File: src/rtl/video_pkg.sv
// Shared 640x480@60 raster constants, FSM state encoding and CD control tokens
// used by the timing generator and the TMDS encoder stage.
package video_pkg;

  localparam int H_ACTIVE_640 = 640;
  localparam int H_FP_640     = 16;
  localparam int H_SYNC_640   = 96;
  localparam int H_BP_640     = 48;
  localparam int V_ACTIVE_480 = 480;
  localparam int V_FP_480     = 10;
  localparam int V_SYNC_480   = 2;
  localparam int V_BP_480     = 33;

  // Raw {vsync, hsync} tokens as the encoder sees them on the blue channel.
  typedef logic [1:0] cd_t;
  localparam cd_t CD_00 = 2'b00;
  localparam cd_t CD_01 = 2'b01;
  localparam cd_t CD_10 = 2'b10;
  localparam cd_t CD_11 = 2'b11;

  typedef enum logic [1:0] {
    ST_IDLE     = 2'd0,
    ST_RUN      = 2'd1,
    ST_STOPPING = 2'd2
  } vtg_state_t;

  function automatic int vtg_total(int active, int fp, int sync, int bp);
    return active + fp + sync + bp;
  endfunction

  localparam int H_TOTAL_640 = vtg_total(H_ACTIVE_640, H_FP_640, H_SYNC_640, H_BP_640);
  localparam int V_TOTAL_480 = vtg_total(V_ACTIVE_480, V_FP_480, V_SYNC_480, V_BP_480);

endpackage

File: src/rtl/video_timing_gen_if.sv
// Pixel-request and encoder-facing timing bundle; master is the generator,
// slave is the pixel source / encoder side that also owns the run request.
interface video_timing_gen_if
  import video_pkg::*;
#(
  parameter int CW = 11
);
  logic          en;
  logic          req_valid;
  logic [CW-1:0] req_x;
  logic [CW-1:0] req_y;
  logic          line_start;
  logic          frame_start;
  logic          VDE;
  cd_t           CD;
  logic          running;

  modport master (
    input  en,
    output req_valid, req_x, req_y, line_start, frame_start, VDE, CD, running
  );

  modport slave (
    output en,
    input  req_valid, req_x, req_y, line_start, frame_start, VDE, CD, running
  );
endinterface

File: src/rtl/video_delay_line.sv
// Fixed-depth register shift pipeline with a parameterised reset value;
// DEPTH=0 degenerates to a wire.
module video_delay_line #(
  parameter int               WIDTH     = 1,
  parameter int               DEPTH     = 1,
  parameter logic [WIDTH-1:0] RESET_VAL = '0
) (
  input  logic             pixclk,
  input  logic             rst_n,
  input  logic [WIDTH-1:0] d,
  output logic [WIDTH-1:0] q
);

  generate
    if (DEPTH == 0) begin : g_wire
      logic unused_clk_rst;
      assign unused_clk_rst = pixclk ^ rst_n;
      assign q = d;
    end else begin : g_pipe
      logic [WIDTH-1:0] stage [DEPTH];

      always_ff @(posedge pixclk or negedge rst_n) begin
        if (!rst_n) begin
          for (int i = 0; i < DEPTH; i++) stage[i] <= RESET_VAL;
        end else begin
          stage[0] <= d;
          for (int i = 1; i < DEPTH; i++) stage[i] <= stage[i-1];
        end
      end

      assign q = stage[DEPTH-1];
    end
  endgenerate

endmodule

File: src/rtl/video_timing_gen.sv
// Raster timing generator: frame-clean start/stop FSM, h/v counters, registered
// pixel request stage and LEAD-cycle delayed VDE/CD toward the TMDS encoder.
module video_timing_gen
  import video_pkg::*;
#(
  parameter int H_ACTIVE = H_ACTIVE_640,
  parameter int H_FP     = H_FP_640,
  parameter int H_SYNC   = H_SYNC_640,
  parameter int H_BP     = H_BP_640,
  parameter int V_ACTIVE = V_ACTIVE_480,
  parameter int V_FP     = V_FP_480,
  parameter int V_SYNC   = V_SYNC_480,
  parameter int V_BP     = V_BP_480,
  parameter bit HS_POL   = 1'b0,
  parameter bit VS_POL   = 1'b0,
  parameter int LEAD     = 1,
  parameter int CW       = 11
) (
  input  logic               pixclk,
  input  logic               rst_n,
  video_timing_gen_if.master vif
);

  localparam int H_TOTAL = vtg_total(H_ACTIVE, H_FP, H_SYNC, H_BP);
  localparam int V_TOTAL = vtg_total(V_ACTIVE, V_FP, V_SYNC, V_BP);

  localparam logic [CW-1:0] H_LAST   = CW'(H_TOTAL - 1);
  localparam logic [CW-1:0] V_LAST   = CW'(V_TOTAL - 1);
  localparam logic [CW-1:0] H_ACT    = CW'(H_ACTIVE);
  localparam logic [CW-1:0] V_ACT    = CW'(V_ACTIVE);
  localparam logic [CW-1:0] HS_START = CW'(H_ACTIVE + H_FP);
  localparam logic [CW-1:0] HS_END   = CW'(H_ACTIVE + H_FP + H_SYNC);
  localparam logic [CW-1:0] VS_START = CW'(V_ACTIVE + V_FP);
  localparam logic [CW-1:0] VS_END   = CW'(V_ACTIVE + V_FP + V_SYNC);
  localparam cd_t           CD_IDLE  = {~VS_POL, ~HS_POL};

  vtg_state_t    state, state_next;
  logic [CW-1:0] h, v;
  logic          scanning, last_pixel;
  logic          hs_on, vs_on;

  logic          req_valid_s0, line_start_s0, frame_start_s0;
  logic [CW-1:0] req_x_s0, req_y_s0;
  cd_t           sync_s0;

  assign scanning   = (state != ST_IDLE);
  assign last_pixel = (h == H_LAST) && (v == V_LAST);

  always_ff @(posedge pixclk or negedge rst_n) begin
    if (!rst_n) state <= ST_IDLE;
    else        state <= state_next;
  end

  // Stopping only retires at the last pixel, so frames are never cut short.
  always_comb begin
    state_next = state;
    case (state)
      ST_IDLE:     if (vif.en) state_next = ST_RUN;
      ST_RUN:      if (!vif.en) state_next = ST_STOPPING;
      ST_STOPPING: begin
        if (vif.en)          state_next = ST_RUN;
        else if (last_pixel) state_next = ST_IDLE;
      end
      default:     state_next = ST_IDLE;
    endcase
  end

  always_ff @(posedge pixclk or negedge rst_n) begin
    if (!rst_n) begin
      h <= '0;
      v <= '0;
    end else if (!scanning) begin
      h <= '0;
      v <= '0;
    end else if (h == H_LAST) begin
      h <= '0;
      v <= (v == V_LAST) ? '0 : v + 1'b1;
    end else begin
      h <= h + 1'b1;
    end
  end

  assign hs_on = scanning && (h >= HS_START) && (h < HS_END);
  assign vs_on = scanning && (v >= VS_START) && (v < VS_END);

  always_ff @(posedge pixclk or negedge rst_n) begin
    if (!rst_n) begin
      req_valid_s0   <= 1'b0;
      req_x_s0       <= '0;
      req_y_s0       <= '0;
      line_start_s0  <= 1'b0;
      frame_start_s0 <= 1'b0;
      sync_s0        <= CD_IDLE;
    end else begin
      req_valid_s0   <= scanning && (h < H_ACT) && (v < V_ACT);
      req_x_s0       <= h;
      req_y_s0       <= v;
      line_start_s0  <= scanning && (h == '0);
      frame_start_s0 <= scanning && (h == '0) && (v == '0);
      sync_s0        <= {vs_on ? VS_POL : ~VS_POL, hs_on ? HS_POL : ~HS_POL};
    end
  end

  // VDE/CD trail the request by LEAD cycles to cover the pixel source latency.
  video_delay_line #(
    .WIDTH    (1),
    .DEPTH    (LEAD),
    .RESET_VAL(1'b0)
  ) u_vde_delay (
    .pixclk(pixclk),
    .rst_n (rst_n),
    .d     (req_valid_s0),
    .q     (vif.VDE)
  );

  video_delay_line #(
    .WIDTH    (2),
    .DEPTH    (LEAD),
    .RESET_VAL(CD_IDLE)
  ) u_cd_delay (
    .pixclk(pixclk),
    .rst_n (rst_n),
    .d     (sync_s0),
    .q     (vif.CD)
  );

  assign vif.req_valid   = req_valid_s0;
  assign vif.req_x       = req_x_s0;
  assign vif.req_y       = req_y_s0;
  assign vif.line_start  = line_start_s0;
  assign vif.frame_start = frame_start_s0;
  assign vif.running     = scanning;

endmodule

File: src/flat_wrapper.sv
// flat-port wrapper written by rule: the top's interface ports become plain ports
module video_timing_gen_flat import video_pkg::*;
#(
  parameter int H_ACTIVE = H_ACTIVE_640,
  parameter int H_FP     = H_FP_640,
  parameter int H_SYNC   = H_SYNC_640,
  parameter int H_BP     = H_BP_640,
  parameter int V_ACTIVE = V_ACTIVE_480,
  parameter int V_FP     = V_FP_480,
  parameter int V_SYNC   = V_SYNC_480,
  parameter int V_BP     = V_BP_480,
  parameter bit HS_POL   = 1'b0,
  parameter bit VS_POL   = 1'b0,
  parameter int LEAD     = 1,
  parameter int CW       = 11
)
  (pixclk, rst_n, vif_en, vif_req_valid, vif_req_x, vif_req_y, vif_line_start, vif_frame_start, vif_VDE, vif_CD, vif_running);
  video_timing_gen_if #(.CW(CW)) vif_i ();
  input  logic pixclk;
  input  logic rst_n;
  input wire logic [$bits(vif_i.en)-1:0] vif_en;
  output wire logic [$bits(vif_i.req_valid)-1:0] vif_req_valid;
  output wire logic [$bits(vif_i.req_x)-1:0] vif_req_x;
  output wire logic [$bits(vif_i.req_y)-1:0] vif_req_y;
  output wire logic [$bits(vif_i.line_start)-1:0] vif_line_start;
  output wire logic [$bits(vif_i.frame_start)-1:0] vif_frame_start;
  output wire logic [$bits(vif_i.VDE)-1:0] vif_VDE;
  output wire logic [$bits(vif_i.CD)-1:0] vif_CD;
  output wire logic [$bits(vif_i.running)-1:0] vif_running;
  assign vif_i.en = vif_en;
  assign vif_req_valid = vif_i.req_valid;
  assign vif_req_x = vif_i.req_x;
  assign vif_req_y = vif_i.req_y;
  assign vif_line_start = vif_i.line_start;
  assign vif_frame_start = vif_i.frame_start;
  assign vif_VDE = vif_i.VDE;
  assign vif_CD = vif_i.CD;
  assign vif_running = vif_i.running;
  video_timing_gen #(.H_ACTIVE(H_ACTIVE), .H_FP(H_FP), .H_SYNC(H_SYNC), .H_BP(H_BP), .V_ACTIVE(V_ACTIVE), .V_FP(V_FP), .V_SYNC(V_SYNC), .V_BP(V_BP), .HS_POL(HS_POL), .VS_POL(VS_POL), .LEAD(LEAD), .CW(CW)) u_core (.pixclk(pixclk), .rst_n(rst_n), .vif(vif_i));
endmodule
File: config.mk
export PLATFORM = sky130hd
export DESIGN_NAME = video_timing_gen_flat
export DESIGN_NICKNAME = d
export VERILOG_FILES = /design/src/rtl/video_pkg.sv /design/src/rtl/video_timing_gen_if.sv /design/src/rtl/video_delay_line.sv /design/src/rtl/video_timing_gen.sv /design/src/flat_wrapper.sv
export SDC_FILE = /design/constraint.sdc
export NUM_CORES = 1
export LEC_CHECK = 0
export CAP_MARGIN = 40
export CORE_MARGIN = 8
export CORE_UTILIZATION = 50
export DETAILED_ROUTE_END_ITERATION = 16
export GPL_TIMING_DRIVEN = 0
export PLACE_DENSITY = 0.74
export RECOVER_POWER = 25
export SLEW_MARGIN = 15
export SYNTH_ARGS = -nofsm -noshare
export SYNTH_HDL_FRONTEND = slang
export SYNTH_SLANG_ARGS = --single-unit
File: constraint.sdc
create_clock -name pixclk -period 2.2 [get_ports pixclk]
set_clock_uncertainty 0.15 [all_clocks]
set_input_delay 0.33 -clock pixclk [delete_from_list [all_inputs] [get_ports pixclk]]
set_output_delay 0.33 -clock pixclk [all_outputs]
set_load 0.02 [all_outputs]
Word level (Yosys, flattened, before mapping)
Cells that the tools add are included.
Widths: inputs -> output; s select.
{"block": "totals", "word_cells": 53, "regBits": 54, "inputBits": 3}
{"block": "classes", "muxes": 12, "magnitude_cmp": 6, "n_addsub": 2, "n_eq_ne": 8, "n_reduce_logical": 14}
{"cell": "$mux 11", "n": 5}
{"cell": "$add 11x1->11 const B", "n": 2}
{"cell": "$eq 11x10->1 const B", "n": 2}
{"cell": "$logic_not 11->1", "n": 2}
{"cell": "$lt 11x10->1 const B", "n": 2}
{"cell": "$lt 11x9->1 const B", "n": 2}
{"cell": "$ge 11x10->1 const B", "n": 1}
{"cell": "$ge 11x9->1 const B", "n": 1}
{"cell": "$logic_and 1x1->1", "n": 9}
{"cell": "$mux 2", "n": 4}
{"cell": "$ne 2x2->1 const B", "n": 3}
{"cell": "$pmux 2 s3", "n": 1}
{"cell": "$ne 3x2->1 const B", "n": 1}
{"cell": "$reduce_and 3->1", "n": 1}
{"cell": "$eq 2x1->1 const B", "n": 1}
{"cell": "$eq 2x2->1 const B", "n": 1}
{"cell": "$logic_not 2->1", "n": 1}
{"cell": "$mux 1", "n": 2}
{"cell": "$reduce_bool 2->1", "n": 1}

Depth between registers and ports, before layout
Gate-level depths: netlist of the first run.
{"block": "depth", "depth_word": 5, "depth_mapped": 6, "mapped_depth_nobuf": 6}

Hierarchy
From an unflattened synthesis of the first run, not the netlist that was laid out.
{"block": "hier_totals", "hier_cells": 184, "area_unflattened_um2": 2254.7}
{"module": "video_timing_gen", "n_inst": 1, "area_per_inst_um2": 2177.1, "seq_area_each_um2": 1278.7, "cells_each": 181}
{"module": "video_delay_line (u_core.u_cd_delay)", "n_inst": 1, "area_per_inst_um2": 52.6, "seq_area_each_um2": 52.6, "cells_each": 2}
{"module": "video_delay_line (u_core.u_vde_delay)", "n_inst": 1, "area_per_inst_um2": 25.0, "seq_area_each_um2": 25.0, "cells_each": 1}

Worst setup path after synthesis of the first run
No wires, ideal clock.
{"block": "synth_path", "kind": "flip-flop to flip-flop", "startpoint": "register u_core.h[0]", "endpoint": "register u_core.v[7]", "path_stages_with_launch": 6, "synth_period_minus_slack_ns": 1.852, "arrival_time_ns": 1.626, "setup_slack_ns": 0.348, "path_cell_list": "dfrtp_1 > ha_1 > and4_4 > a31oi_4 > or4_4 > a21oi_2"}
{"block": "synth_between", "elab_chain_cells": 2}
{"element": "from (decl)", "line": "video_timing_gen.sv:38", "source": "logic [CW-1:0] h, v;"}
{"element": "from (signal assigned)", "line": "video_timing_gen.sv:79", "source": "h <= h + 1'b1;"}
{"element": "$eq 11x10->1", "line": "video_timing_gen.sv:75", "source": "end else if (h == H_LAST) begin"}
{"element": "$ne 2x2->1 (no line)"}
{"element": "to (signal assigned)", "line": "video_timing_gen.sv:77", "source": "v <= (v == V_LAST) ? '0 : v + 1'b1;"}
{"element": "to (decl)", "line": "video_timing_gen.sv:38"}
Every way passes these cells.
A chain may end at the register's enable or synchronous reset.

Final worst setup path of the first run
Ends and elaborated chain as after synthesis.

==> flow_summary.ini, run 1 <==
[die]
dieArea_sq_um = 6700
die_h_microns = 81.9
die_x_microns = 81.9
row_count = 24
core_sq_um = 4260
io_pins = 32
initial_core_util_pct = 50.9

[yosys]
synth_cell_types = 44
synth_fp_nets = 187
synth_area_sq_um = 2170
ys_warn_count = 0
synthCells = 180
synth-edff-count = 0
yosysSeqAreaShare_pct = 62.6
synth_ff_type = dfrtp_1
synthArstFlopShare_pct = 100
ys_ff_latch = 54
synth.avg_cell_area_sq_um = 12.0

[worst_hold_path]
holdCritPathClass = flop to flop
hold_start = u_core.sync_s0[0]$_DFF_PN1_
whs_path_depth = 0
min_to = u_core.u_cd_delay.q[0]$_DFF_PN1_

[power_and_ir_drop]
p_leak_nw = 1.15
powerDensity_nw_per_um2 = 762
peakVddDrop_mv = 0.497
p_total_mw = 2.05

[detailed_routing]
drtAntennaViolNets = 0
routedWlPerCell_microns = 15.5
viasPerCell = 5.66
drc_errors = 0
drtIter0Drc = 129
drt_wl_total_mm = 4.21
drtPass1Iterations = 4
num_vias = 1539

[clock_network]
clk_pin_slew_worst_paths_ps = 90
numCtsBuffers = 5
htreeDepth = 2
cts_setup_buffers = 0
worstSkewPairLatency_ps = 300
cts_tree = done
cts.sinks = 54
cts-root-buf = clkbuf_8
cts.path.max_buffers = 2

[run]
max-cap-violations = 0

[worst_setup_path]
reg2reg_from = u_core.h[0]$_DFF_PN0_
crit_chain = ha_1 > and4_4 > a31oi_4 > or4_4 > a21oi_2
cpMaxStageDelayCell = or4_4
crit_path_max_incr_delay_ps = 540
cp-end-kind = flop
r2r_cells = 5
crit_type = flop to flop
r2r_end = u_core.v[7]$_DFFE_PN0P_
cp.arrival_ps = 2100
crit_fanout = 7
worstPathRequired_ps = 2280
start_kind = flop
r2r_slack_ps = 180

[finish]
stdcell_count = 272
antenna_cells = 0
layout.cells.most_common = dfrtp_1
final_nets = 226
fin_area_sq_um = 2690
drive_gt1_share_pct = 14.1
utilization_pct = 63.0
final_cell_mix = dfrtp_1, clkdlybuf4s50_1, o21ai_0
syn2layout_area_growth_pct = 23.8

[global_routing]
grt_use_total_pct = 13.4
first_global_vias = 1498
grt_max_degree = 32
gr-total-overflow = 0
grt_pass1_wl_mm = 7.00
antenna_found_initial = 0

[sta]
min_period_ps = 2020
rsz0062_at_grt = false
setup-violations-final = 0
fin_tns_setup_ps = 0
clock.fmax_mhz = 495
worst_slew_pin_slew_ps = 1340
fin_crit_sh_pct = 91.9
drv_slew = 0
whs_ps = 210
hold_viol_final = 0
slew_headroom_pct = 10.8
postLayoutSetupSlackWorst_ps = 178

[placement]
dp_hpwl_mm = 3.00
io_buffers = 31
gp_routability_congestion = 0.898
place_area_sq_um = 2560
dp_slack_ps = 98.7
place_inst = 264

[outcome]
outcome = completed
[layer usage]
layer  global-route usage, %  up-vias  routed length (microns)
met1                    17.3      768                     1870
met4                    5.44        0                       48
li1                        -      719                        -
met2                    21.0       47                     1970
met3                    3.39        5                      324
met5                       0        -                        0
[synth_stat cells (2+ instances only)]
library cell,instances,area (sq um)
xor2_1,2,17.5
o31ai_1,2,15.0
nand2_1,10,37.5
a211oi_1,2,15.0
a31o_2,2,17.5
dfrtp_1,50,1250
o21ai_0,12,60.1
or3_2,5,37.5
xnor2_1,5,43.8
nand4b_1,2,17.5
and4_1,4,35.0
inv_1,7,26.3
nand3_1,11,55.1
ha_1,4,50.1
nor4_1,6,37.5
nand4_1,3,18.8
nor2_1,10,37.5
a21oi_1,9,45.0
and2_1,2,12.5
or3_1,3,18.8
dfstp_2,4,105
nor3_1,3,15.0
[where the power goes]
part,leakage (nW),total (mW),internal [mW],switching (mW)
Combinational,0.374,0.313,0.136,0.176
Clock,0.0514,0.634,0.339,0.295
Sequential,0.722,1.10,1.06,0.0427
[critical path, delay by kind of cell, from the launching register on]
kind            cells  cell delay, ps
fa+ha+maj           1             270
simple gates        2             820
compound gates      2             270
flops               1             440
[kinds of logic (layout without fill, tap and decap cells)]
family	Yosys count	count (layout)	synth area share [%]
and+or+nand+nor	70	70	19.9
DFF	54	54	62.6
AOI/OAI and AO/OA	33	33	9.64
buffers and inverters	11	51	2.37
xor gates and xnor gates	7	7	2.83
adders and majority gates	4	4	2.31
muxes	1	1	0.462
[state kept, by name, summed over array words and instances (netlist names)]
signal and cells:
u_core.h 11, u_core.state 2, u_core.sync_s0 2, u_core.u_cd_delay.q 2, u_core.u_vde_delay.q 1, u_core.v 11, u_core.vif.frame_start 1, u_core.vif.line_start 1
u_core.vif.req_valid 1, u_core.vif.req_x 11, u_core.vif.req_y 11
[layout make-up]
cell class	count	area (sq um)
Fill cell	340	1580
Sequential cell	54	1360
Multi-Input combinational cell	115	769
Timing Repair Buffer	33	337
Clock buffer	6	72.6
Tap cell	52	65.1
Clock inverter	2	37.5
Inverter	7	26.3
Buffer	3	21.3
[how the worst max path moves through the flow]
stage                                      startpoint                       to  slack, ps  depth (start not counted)
after floorplan                 u_core.h[0]$_DFF_PN0_  u_core.v[7]$_DFFE_PN0P_        350                          5
after global placement                          rst_n  u_core.v[2]$_DFFE_PN0P_       -760                          1
after detailed placement        u_core.h[0]$_DFF_PN0_  u_core.v[4]$_DFFE_PN0P_        100                          5
after CTS                 u_core.state[0]$_DFFE_PN0P_              vif_running         30                          3
after global routing          u_core.v[5]$_DFFE_PN0P_  u_core.v[5]$_DFFE_PN0P_         50                          4
final                           u_core.h[0]$_DFF_PN0_  u_core.v[7]$_DFFE_PN0P_        180                          5
[repair_timing]
| action | in CTS | in global routing |
|---|---|---|
| endpoints found under the hold margin | 23 | 0 |
| setup endpoints to repair | 1 | 10 |
| gates resized for setup | 1 | 2 |
| hold buffers | 1 | 0 |
No activity file was read; power rests on OpenSTA's default activity.
==> run 2, diff against run 1 <==
GPL_ROUTABILITY_DRIVEN = 0   (was unset)
==> run 2 against run 1 <==
Die area is the same. Hold slack better by 2.3 ps. Sequential power barely moved. Critical endpoint unchanged. Highest routed layer unchanged.
==> flow_summary.ini, run 2 (same netlist as run 1, synthesis figures left out) <==
[die]
core_sq_um = 4260
row_count = 24
dieArea_sq_um = 6700
die_h_microns = 81.9
io_pins = 32
initial_core_util_pct = 50.9
die_x_microns = 81.9

[worst_setup_path]
crit_type = flop to flop
crit_chain = ha_1 > and4_4 > a31oi_4 > or4_4 > a21oi_2
crit_fanout = 7
cp-end-kind = flop
start_kind = flop
worstPathRequired_ps = 2290
cpMaxStageDelayCell = or4_4
crit_path_max_incr_delay_ps = 540
cp_num_buf_inv = 0
cp_top_family = simple AND/OR/NAND/NOR gates
cp.arrival_ps = 2120

[power_and_ir_drop]
swShare_pct = 25.7
seqPwrFrac_pct = 53.3
power.internal_mw = 1.53
p_clk_share_pct = 31.4
power.net_switching_uw = 529
p_total_mw = 2.06
p_leak_nw = 1.15
peakVddDrop_mv = 0.362
powerDensity_nw_per_um2 = 766
p_comb_share_pct = 15.3

[sta]
clock.fmax_mhz = 491
fin_tns_setup_ps = 0
whs_ps = 212
drv_slew = 0
slew_headroom_pct = 27.6
rsz0062_at_grt = false
min_period_ps = 2040
setup-violations-final = 0
postLayoutSetupSlackWorst_ps = 165
fin_crit_sh_pct = 92.5
hold_viol_final = 0
worst_slew_pin_slew_ps = 1090

[clock_network]
cts.path.max_buffers = 2
worstSkewPairLatency_ps = 310
clk_pin_slew_worst_paths_ps = 90
cts.sinks = 54
htreeDepth = 2
cts-root-buf = clkbuf_8
cts_setup_buffers = 0
numCtsBuffers = 5
cts_tree = done

[finish]
antenna_cells = 0
final_nets = 226
fin_area_sq_um = 2690
multi_input_area_sq_um = 776
utilization_pct = 63.1
layout.cells.most_common = dfrtp_1
regArea_sq_um = 1360
stdcell_count = 272
drive_gt1_share_pct = 14.5
syn2layout_area_growth_pct = 24.1
final_cell_mix = dfrtp_1, clkdlybuf4s50_1, o21ai_0
filler_cell_count = 344

[placement]
io_buffers = 31
place_area_sq_um = 2560
dp_slack_ps = 21.4
dp_hpwl_mm = 3.04
place_inst = 264

[global_routing]
gr-total-overflow = 0
antenna_found_initial = 0
grt_pass1_wl_mm = 7.35
first_global_vias = 1528
grt_max_degree = 36
grt_use_total_pct = 14.1

[detailed_routing]
drtIter0Drc = 148
routedWlPerCell_microns = 16.0
num_vias = 1552
drc_errors = 0
viasPerCell = 5.71
drtPass1Iterations = 4
drt_wl_total_mm = 4.35
drtAntennaViolNets = 0

[run]
max-cap-violations = 0

[outcome]
outcome = completed

[worst_hold_path]
holdCritPathClass = flop to flop
==> run 2: changes by cell type in the layout (fill, tap and decap cells not counted) <==
cell / delta
nor4_1: -1
nor4_2: +1
==> run 2: path summary, 6_finish.rpt <==
path	from	to	slack [ps]	depth (start not counted)
worst max-delay path	u_core.h[0]$_DFF_PN0_	u_core.v[7]$_DFFE_PN0P_	160	5
worst min register to register	u_core.sync_s0[0]$_DFF_PN1_	u_core.u_cd_delay.q[0]$_DFF_PN1_	210	0
max in group asynchronous	rst_n	u_core.u_cd_delay.q[1]$_DFF_PN1_	510	3
worst min-delay path	u_core.sync_s0[0]$_DFF_PN1_	u_core.u_cd_delay.q[0]$_DFF_PN1_	210	0
min in group asynchronous	rst_n	u_core.vif.req_x[7]$_DFF_PN0_	590	2
worst max register to register	u_core.h[0]$_DFF_PN0_	u_core.v[7]$_DFFE_PN0P_	160	5
==> run 2: what timing repair did <==
item,in CTS,in global routing
resized for setup,2,2
hold buffers,1,0
setup endpoints to repair,8,10
endpoints found under the hold margin,19,0
==> run 2: per-layer routing <==
metal  vias up  global-route usage [%]  wire, microns
li1        729                       -              -
met1       767                    18.5           1960
met3         6                    4.27            345
met2        50                    21.5           1980
met5         -                       0              0
met4         0                    5.26             59
==> run 2: worst reg2reg max path, delay by kind of cell, from the launching register on <==
| family | cells | cell delay [ps] |
|---|---|---|
| compound gates | 2 | 280 |
| fa+ha+maj | 1 | 270 |
| flops | 1 | 440 |
| simple gates | 2 | 830 |
==> run 2: power groups by stage <==
stage	Combinational, mW	Sequential [mW]	Clock [mW]
after floorplan	0.116	1.16	0
after global placement	0.309	1.11	0
after detailed placement	0.317	1.12	0
after CTS	0.321	1.10	0.656
after global routing	0.341	1.11	0.700
final	0.315	1.10	0.648
==> run 2: final cells by class <==
cell class	count	share of cell area, %
multi-input combinational	115	28.8
inverter	7	0.976
sequential	54	50.4
clock buffer	6	2.70
clock inverter	2	1.39
buffer	3	0.790
tap	52	2.42
timing repair buffer	33	12.5
